### config.mk
export PLATFORM = sky130hd
export DESIGN_NAME = fp_mul_arbiter_flat
export DESIGN_NICKNAME = d
export VERILOG_FILES = /design/src/rtl/fp_mul_arbiter_if.sv /design/src/rtl/fp_mul_arbiter.sv /design/src/flat_wrapper.sv
export SDC_FILE = /design/constraint.sdc
export NUM_CORES = 1
export LEC_CHECK = 0
export BUFFER_PORTS_ARGS = -buffer_cell sky130_fd_sc_hd__buf_2
export CAP_MARGIN = 20
export CORE_AREA = 2 2 156 158
export CTS_CLUSTER_DIAMETER = 150
export DETAILED_ROUTE_END_ITERATION = 8
export DIE_AREA = 0 0 158 160
export PLACE_DENSITY = 0.64
export SLEW_MARGIN = 20
export SYNTH_ARGS = -nofsm -noshare
export SYNTH_HDL_FRONTEND = slang
export SYNTH_SLANG_ARGS = --single-unit
### constraint.sdc
create_clock -name clk -period 6.25 [get_ports clk]
set_input_delay 0.9375 -clock clk [delete_from_list [all_inputs] [get_ports clk]]
set_output_delay 0.9375 -clock clk [all_outputs]
set_load 0.02 [all_outputs]
### src/rtl/fp_mul_arbiter_if.sv
// -----------------------------------------------------------------------------
// fp_mul_arbiter_if
// Requester-side bundle of the shared FP multiplier arbiter.
//   req_valid  [N_REQ]     : requester i has an operand pair on its slice
//   req_op_a   [32*N_REQ]  : operand A, slice i = [32*i+31:32*i]
//   req_op_b   [32*N_REQ]  : operand B, same slicing
//   req_ready  [N_REQ]     : one-hot grant (0 or 1 bit set)
//   resp_valid [N_REQ]     : one-hot single-cycle response strobe
//   resp_data  [32]        : product, meaningful while resp_valid != 0
//   busy                   : at least one operation in flight
// master = requester side, slave = arbiter side.
// -----------------------------------------------------------------------------
interface fp_mul_arbiter_if #(
  parameter int N_REQ = 4
);
  logic [N_REQ-1:0]    req_valid;
  logic [32*N_REQ-1:0] req_op_a;
  logic [32*N_REQ-1:0] req_op_b;
  logic [N_REQ-1:0]    req_ready;
  logic [N_REQ-1:0]    resp_valid;
  logic [31:0]         resp_data;
  logic                busy;

  modport master (
    output req_valid, req_op_a, req_op_b,
    input  req_ready, resp_valid, resp_data, busy
  );

  modport slave (
    input  req_valid, req_op_a, req_op_b,
    output req_ready, resp_valid, resp_data, busy
  );
endinterface

### src/rtl/fp_mul_arbiter.sv
// -----------------------------------------------------------------------------
// fp_mul_arbiter
// Shares one pipelined single-precision multiplier between N_REQ requesters.
// Accepted operand pairs are tagged with their requester index, the tag rides
// alongside the multiplier pipeline, and the product is returned to the
// originating requester with a one-hot strobe. No arithmetic is done here.
//
// Ports:
//   clk            : rising-edge clock
//   reset          : asynchronous, active-high reset
//   req_if (slave) : request/response bundle (see fp_mul_arbiter_if)
//   mul_operand_1  : registered operand A to the multiplier
//   mul_operand_2  : registered operand B to the multiplier
//   mul_product    : multiplier result, MUL_LATENCY cycles after the operands
//
// Build option:
//   FP_MUL_ARB_FIXED_PRIO_EN : fixed priority (lowest valid index wins, no
//                              rotation pointer). Default is round-robin.
//
// Latency: transfer at edge t -> resp_valid/resp_data visible after edge
// t+MUL_LATENCY+1, i.e. MUL_LATENCY+2 cycles counting the grant cycle.
// -----------------------------------------------------------------------------
module fp_mul_arbiter #(
  parameter int N_REQ       = 4,
  parameter int MUL_LATENCY = 3
) (
  input  logic                clk,
  input  logic                reset,
  fp_mul_arbiter_if.slave     req_if,
  output logic [31:0]         mul_operand_1,
  output logic [31:0]         mul_operand_2,
  input  logic [31:0]         mul_product
);

  localparam int IDW = (N_REQ > 1) ? $clog2(N_REQ) : 1;

  typedef struct packed {
    logic           vld;
    logic [IDW-1:0] id;
  } tag_t;

  logic [N_REQ-1:0]             grant;
  logic [IDW-1:0]               grant_id;
  logic                         xfer;
  logic [31:0]                  sel_a;
  logic [31:0]                  sel_b;

  logic [31:0]                  op1_q, op1_d;
  logic [31:0]                  op2_q, op2_d;
  tag_t                         issue_tag_q, issue_tag_d;
  tag_t [MUL_LATENCY-1:0]       tag_q, tag_d;
  tag_t                         exit_tag;
  logic [N_REQ-1:0]             resp_valid_q, resp_valid_d;
  logic [31:0]                  resp_data_q, resp_data_d;
  logic                         busy_c;

  // ---------------------------------------------------------------------------
  // Grant (combinational, no register between req_valid and req_ready)
  // ---------------------------------------------------------------------------
`ifdef FP_MUL_ARB_FIXED_PRIO_EN
  always_comb begin
    // NOTE: every always_comb output gets a default first, otherwise a path
    // that leaves it unassigned infers a latch.
    grant    = '0;
    grant_id = '0;
    // Scan high to low so the lowest valid index is the last (winning) write.
    for (int i = N_REQ - 1; i >= 0; i--) begin
      if (req_if.req_valid[i]) begin
        grant    = '0;
        grant[i] = 1'b1;
        grant_id = IDW'(i);
      end
    end
    if (reset) grant = '0;
  end
`else
  logic [IDW-1:0] last_q, last_d;
  logic [IDW-1:0] idx;
  logic           found;

  always_comb begin
    grant    = '0;
    grant_id = '0;
    idx      = '0;
    found    = 1'b0;
    // Search starts one past the last winner and wraps modulo N_REQ.
    for (int k = 1; k <= N_REQ; k++) begin
      idx = IDW'((int'(last_q) + k) % N_REQ);
      if (!found && req_if.req_valid[idx]) begin
        found      = 1'b1;
        grant[idx] = 1'b1;
        grant_id   = idx;
      end
    end
    if (reset) grant = '0;
  end

  assign last_d = xfer ? grant_id : last_q;

  always_ff @(posedge clk or posedge reset) begin
    if (reset) last_q <= IDW'(N_REQ - 1);
    else       last_q <= last_d;
  end
`endif

  // Grant only ever selects a valid requester, so any grant bit is a transfer.
  assign xfer = |grant;

  always_comb begin
    sel_a = '0;
    sel_b = '0;
    for (int i = 0; i < N_REQ; i++) begin
      if (grant[i]) begin
        sel_a = req_if.req_op_a[32*i +: 32];
        sel_b = req_if.req_op_b[32*i +: 32];
      end
    end
  end

  // ---------------------------------------------------------------------------
  // Issue, tag pipeline and response
  // ---------------------------------------------------------------------------
  // issue_tag_q sits beside the operand registers; tag_q then shadows the
  // MUL_LATENCY multiplier stages, so tag_q[MUL_LATENCY-1] lines up with
  // mul_product for the same operation.
  always_comb begin
    op1_d       = xfer ? sel_a : op1_q;
    op2_d       = xfer ? sel_b : op2_q;
    issue_tag_d = '{vld: xfer, id: grant_id};

    tag_d[0] = issue_tag_q;
    for (int i = 1; i < MUL_LATENCY; i++) tag_d[i] = tag_q[i-1];

    exit_tag     = tag_q[MUL_LATENCY-1];
    resp_valid_d = '0;
    resp_data_d  = resp_data_q;
    if (exit_tag.vld) begin
      resp_valid_d[exit_tag.id] = 1'b1;
      resp_data_d               = mul_product;
    end

    busy_c = issue_tag_q.vld | (|resp_valid_q);
    for (int i = 0; i < MUL_LATENCY; i++) busy_c = busy_c | tag_q[i].vld;
  end

  // NOTE: sequential state uses non-blocking assignments only, so every flop
  // samples the pre-edge value of its neighbours regardless of statement order.
  always_ff @(posedge clk or posedge reset) begin
    if (reset) begin
      op1_q        <= '0;
      op2_q        <= '0;
      issue_tag_q  <= '0;
      // NOTE: the tag shift register is reset as a whole: its vld bits must be
      // clear so that no response is ever produced for a pre-reset operation.
      tag_q        <= '0;
      resp_valid_q <= '0;
      resp_data_q  <= '0;
    end else begin
      op1_q        <= op1_d;
      op2_q        <= op2_d;
      issue_tag_q  <= issue_tag_d;
      tag_q        <= tag_d;
      resp_valid_q <= resp_valid_d;
      resp_data_q  <= resp_data_d;
    end
  end

  assign mul_operand_1     = op1_q;
  assign mul_operand_2     = op2_q;
  assign req_if.req_ready  = grant;
  assign req_if.resp_valid = resp_valid_q;
  assign req_if.resp_data  = resp_data_q;
  assign req_if.busy       = busy_c;

endmodule

### src/flat_wrapper.sv
// flat-port wrapper written by rule: the top's interface ports become plain ports
module fp_mul_arbiter_flat 
#(
  parameter int N_REQ       = 4,
  parameter int MUL_LATENCY = 3
)
  (clk, reset, mul_operand_1, mul_operand_2, mul_product, req_if_req_valid, req_if_req_op_a, req_if_req_op_b, req_if_req_ready, req_if_resp_valid, req_if_resp_data, req_if_busy);
  fp_mul_arbiter_if #(.N_REQ(N_REQ)) req_if_i ();
  input  logic clk;
  input  logic reset;
  output logic [31:0] mul_operand_1;
  output logic [31:0] mul_operand_2;
  input  logic [31:0] mul_product;
  input wire logic [$bits(req_if_i.req_valid)-1:0] req_if_req_valid;
  input wire logic [$bits(req_if_i.req_op_a)-1:0] req_if_req_op_a;
  input wire logic [$bits(req_if_i.req_op_b)-1:0] req_if_req_op_b;
  output wire logic [$bits(req_if_i.req_ready)-1:0] req_if_req_ready;
  output wire logic [$bits(req_if_i.resp_valid)-1:0] req_if_resp_valid;
  output wire logic [$bits(req_if_i.resp_data)-1:0] req_if_resp_data;
  output wire logic [$bits(req_if_i.busy)-1:0] req_if_busy;
  assign req_if_i.req_valid = req_if_req_valid;
  assign req_if_i.req_op_a = req_if_req_op_a;
  assign req_if_i.req_op_b = req_if_req_op_b;
  assign req_if_req_ready = req_if_i.req_ready;
  assign req_if_resp_valid = req_if_i.resp_valid;
  assign req_if_resp_data = req_if_i.resp_data;
  assign req_if_busy = req_if_i.busy;
  fp_mul_arbiter #(.N_REQ(N_REQ), .MUL_LATENCY(MUL_LATENCY)) u_core (.clk(clk), .reset(reset), .req_if(req_if_i), .mul_operand_1(mul_operand_1), .mul_operand_2(mul_operand_2), .mul_product(mul_product));
endmodule
==> run metrics <==
run status=complete, no violations; number of enable flip-flop cells after synthesis=0; non-filler instance count after layout=1,247; Syn-to-layout area delta=44.3%; global-route wire length before repair=34.2 mm; Hold Vio Cnt, Final=0; CTS clk-pin slew, worst paths=approximately 60 ps; Cells after DPL=1,214; RR Endpoint=u_core.mul_operand_2[15]$_DFFE_PP0P_; Fill cells=2,441; crit end category=output port; sequential area share after synthesis=a little under half; GRT Util Overall=17.5%; starting density of the core=26.1%; CTS tree=built; Top-Level Pins=399; syn_area_per_cell=11.3 µm²; RSZ-0062 raised after global routing=false; hpwl dp=16.4 mm; CTS Sinks=approximately 110; placer congestion estimate=0.825; largest net degree at the start of global routing=71; Async SR Flop Fraction=100%; reg2reg setup slack=a little under 2000 ps; grt ovf=0; hold wc startpoint=u_core.tag_d[3]$_DFF_PP0_; clock buffer depth=2; worst min-delay path endpoint=u_core.tag_d[6]$_DFF_PP0_; CP max stage cell=dfstp_2; Critical Path AT=3890 ps; Ys Warns=0; worst skew pair latency=410 ps; layout cells sized above 1=53.7%; top_reg_cell synth=dfrtp_1; startpoint types=register; root buffer cell=clkbuf_16; Reg2Reg Depth=9; H-tree levels=4; Rows=57; # DRC=0; worst endpoint required time=5310 ps; Hold Path Depth=0; maximum VDD drop=404 µV; Slew Viols, Final=0; setup skew after layout=11.3 ps; CTS Buf Count=17; Post-layout nets=1,211; CP max stage delay=approximately 740 ps; mapped cell area=6220 µm²; worst slew pin tran=897 ps; Max Cap Viol=0; Final Core Density=37.7%; Comb power frac=between 60% and 70%; Avg WL per Cell=between 15 and 20 µm; switch share=47.1%; Yosys top cell area share=approximately 45%; Tmin final=4830 ps; hold slack final=346 ps; PortBufs=around 400; area leader, netlist=dfrtp_1; Max Freq=0.207 GHz; Core Footprint=23,800 µm²; P_int=0.00315 W; total power=0.00596 W; Post-synth top cells=dfrtp_1 (112), a21oi_1 (69), a32oi_1 (65); pwr dens=664 nW/µm²; Reg power frac=23.4%; postcts setup bufs=0; Chip Height=160 µm; Yosys cell types=48; routed vias=6,631; Post-DRT Antenna Nets=0; CP cell instances=inv_1 > ha_1 > mux2_4 > or3_4 > nand2_1 > a221oi_1 > o21ai_4 > buf_4 > buf_2; synthesized flop and latch total=114; FF/Latch Area=2860 µm²; crit path kind=register to output port; Psw=0.00280 W; crit-path max FO=between 50 and 60; Worst slew margin=40.2%; Detailed Route Iter0 Violations=507; period utilisation layout=77.2%; vias in the first global route=6,308; initial antenna violation count=1; clock share of power=16.1%; Synth Instances=551; vias per cell=5.32; CTS resizes=0; die span in x=158 µm; Pre-Repair DR Iteration Count=5; Syn Nets=about 850; Worst Hold Class=register to register; hold buffer count at cts=0; setup TNS=0 ps; Multi-input gate area=just over 3000 µm²; Leak=4.14 nW; Final setup viols=0; Total Die Area=25,300 µm²; top post-synthesis cells by area=dfrtp_1 (45%), a221o_1 (10%), a32oi_1 (9.2%), a211oi_1 (7.7%), mux2_2 (6.0%); most frequent cell after synthesis=dfrtp_1; worst r2r src=u_core.last_q[0]$_DFFE_PP1P_; drt total wl=23.4 mm
[kinds of logic after synthesis]
| family | Yosys count | share of synthesized area [%] |
|---|---|---|
| AND/OR/NAND/NOR | 28 | 2.76 |
| buffers and inverters | 79 | 6.34 |
| AO/OA/AOI/OAI | 281 | 35.4 |
| multiplexers | 41 | 7.99 |
| flip-flops | 114 | 45.9 |
| adder cells (fa/ha/maj) | 8 | 1.61 |
[metrics by stage]
step	area [µm²]	setup WS [ps]
finish	8980	1420
CTS	8970	1420
floorplan	6220	910
global route	8980	1220
detailed placement	8390	1890
global placement	8390	1950
[worst max path at each step]
| stage | from | endpoint | slack (ps) | cells after the start |
|---|---|---|---|---|
| 2_1_floorplan | reset | req_if_req_ready[3] | 910 | 5 |
| 3_3_place_gp | u_core.last_q[0]$_DFFE_PP1P_ | req_if_req_ready[3] | 1950 | 9 |
| 3_5_place_dp | u_core.last_q[0]$_DFFE_PP1P_ | req_if_req_ready[3] | 1890 | 9 |
| 4_1_cts | u_core.last_q[0]$_DFFE_PP1P_ | req_if_req_ready[3] | 1420 | 9 |
| 5_1_grt | u_core.last_q[0]$_DFFE_PP1P_ | req_if_req_ready[3] | 1220 | 9 |
| 6_report | u_core.last_q[0]$_DFFE_PP1P_ | req_if_req_ready[3] | 1420 | 9 |
[cell usage in the layout, fill, tap and decap left out, types with 2 or more instances in the layout]
master      instances
a211oi_1           64
a21oi_1            69
a221o_1            64
a32oi_1            65
buf_2             398
buf_4              11
clkbuf_16          17
clkinv_4            2
clkinvlp_4          3
dfrtp_1           112
dfstp_2             2
ha_1                8
inv_1               5
inv_2               3
inv_6               7
mux2_1              2
mux2_2             33
mux2i_1             2
mux4_2              3
nand2_1             8
nand3_1             2
nand4_1             2
nor2_1              3
nor4_1              2
o21ai_0             4
[final cells by class]
type,instances,share of cell area (%)
antenna,1,0.0279
sequential,114,31.8
inverter,9,0.404
timing repair buffer,409,23.1
tap,324,4.52
multi-input combinational,358,33.6
clock buffer,18,4.89
clock inverter,14,1.59
[flip-flops by register name, summed over array words and instances (netlist names)]
name and flops:
u_core.last_q 2, u_core.tag_d 6, u_core.mul_operand_2 32, u_core.req_if.resp_valid 4, u_core.mul_operand_1 32, u_core.req_if.resp_data 32
u_core.issue_tag_q 3, u_core.exit_tag 3
[critical path, delay by kind of cell, from the launching register on]
kind            cells  cell delay [ps]
buf+inv             3             1010
fa+ha+maj           1              520
simple gates        2              500
flops               1              740
mux                 1              350
compound gates      2              340
[routing by layer]
| layer | track usage, % | up-vias | share of wire [%] |
|---|---|---|---|
| met5 | 0 | - | 0 |
| met4 | 6.72 | 0 | 2.5 |
| met3 | 3.93 | 39 | 8.7 |
| met2 | 29.6 | 425 | 48 |
| met1 | 21.6 | 3146 | 41 |
| li1 | - | 3021 | - |
[power by group through the flow]
| stage | registers [W] | logic, W | clock network [W] |
|---|---|---|---|
| finish | 0.00139 | 0.00360 | 0.000958 |
| global route | 0.00144 | 0.00388 | 0.00103 |
| CTS | 0.00139 | 0.00361 | 0.000995 |
| detailed placement | 0.00139 | 0.00362 | 0 |
| global placement | 0.00139 | 0.00355 | 0 |
| floorplan | 0.00177 | 0.00228 | 0 |
Note: power is estimated with default switching activity, not from simulation.
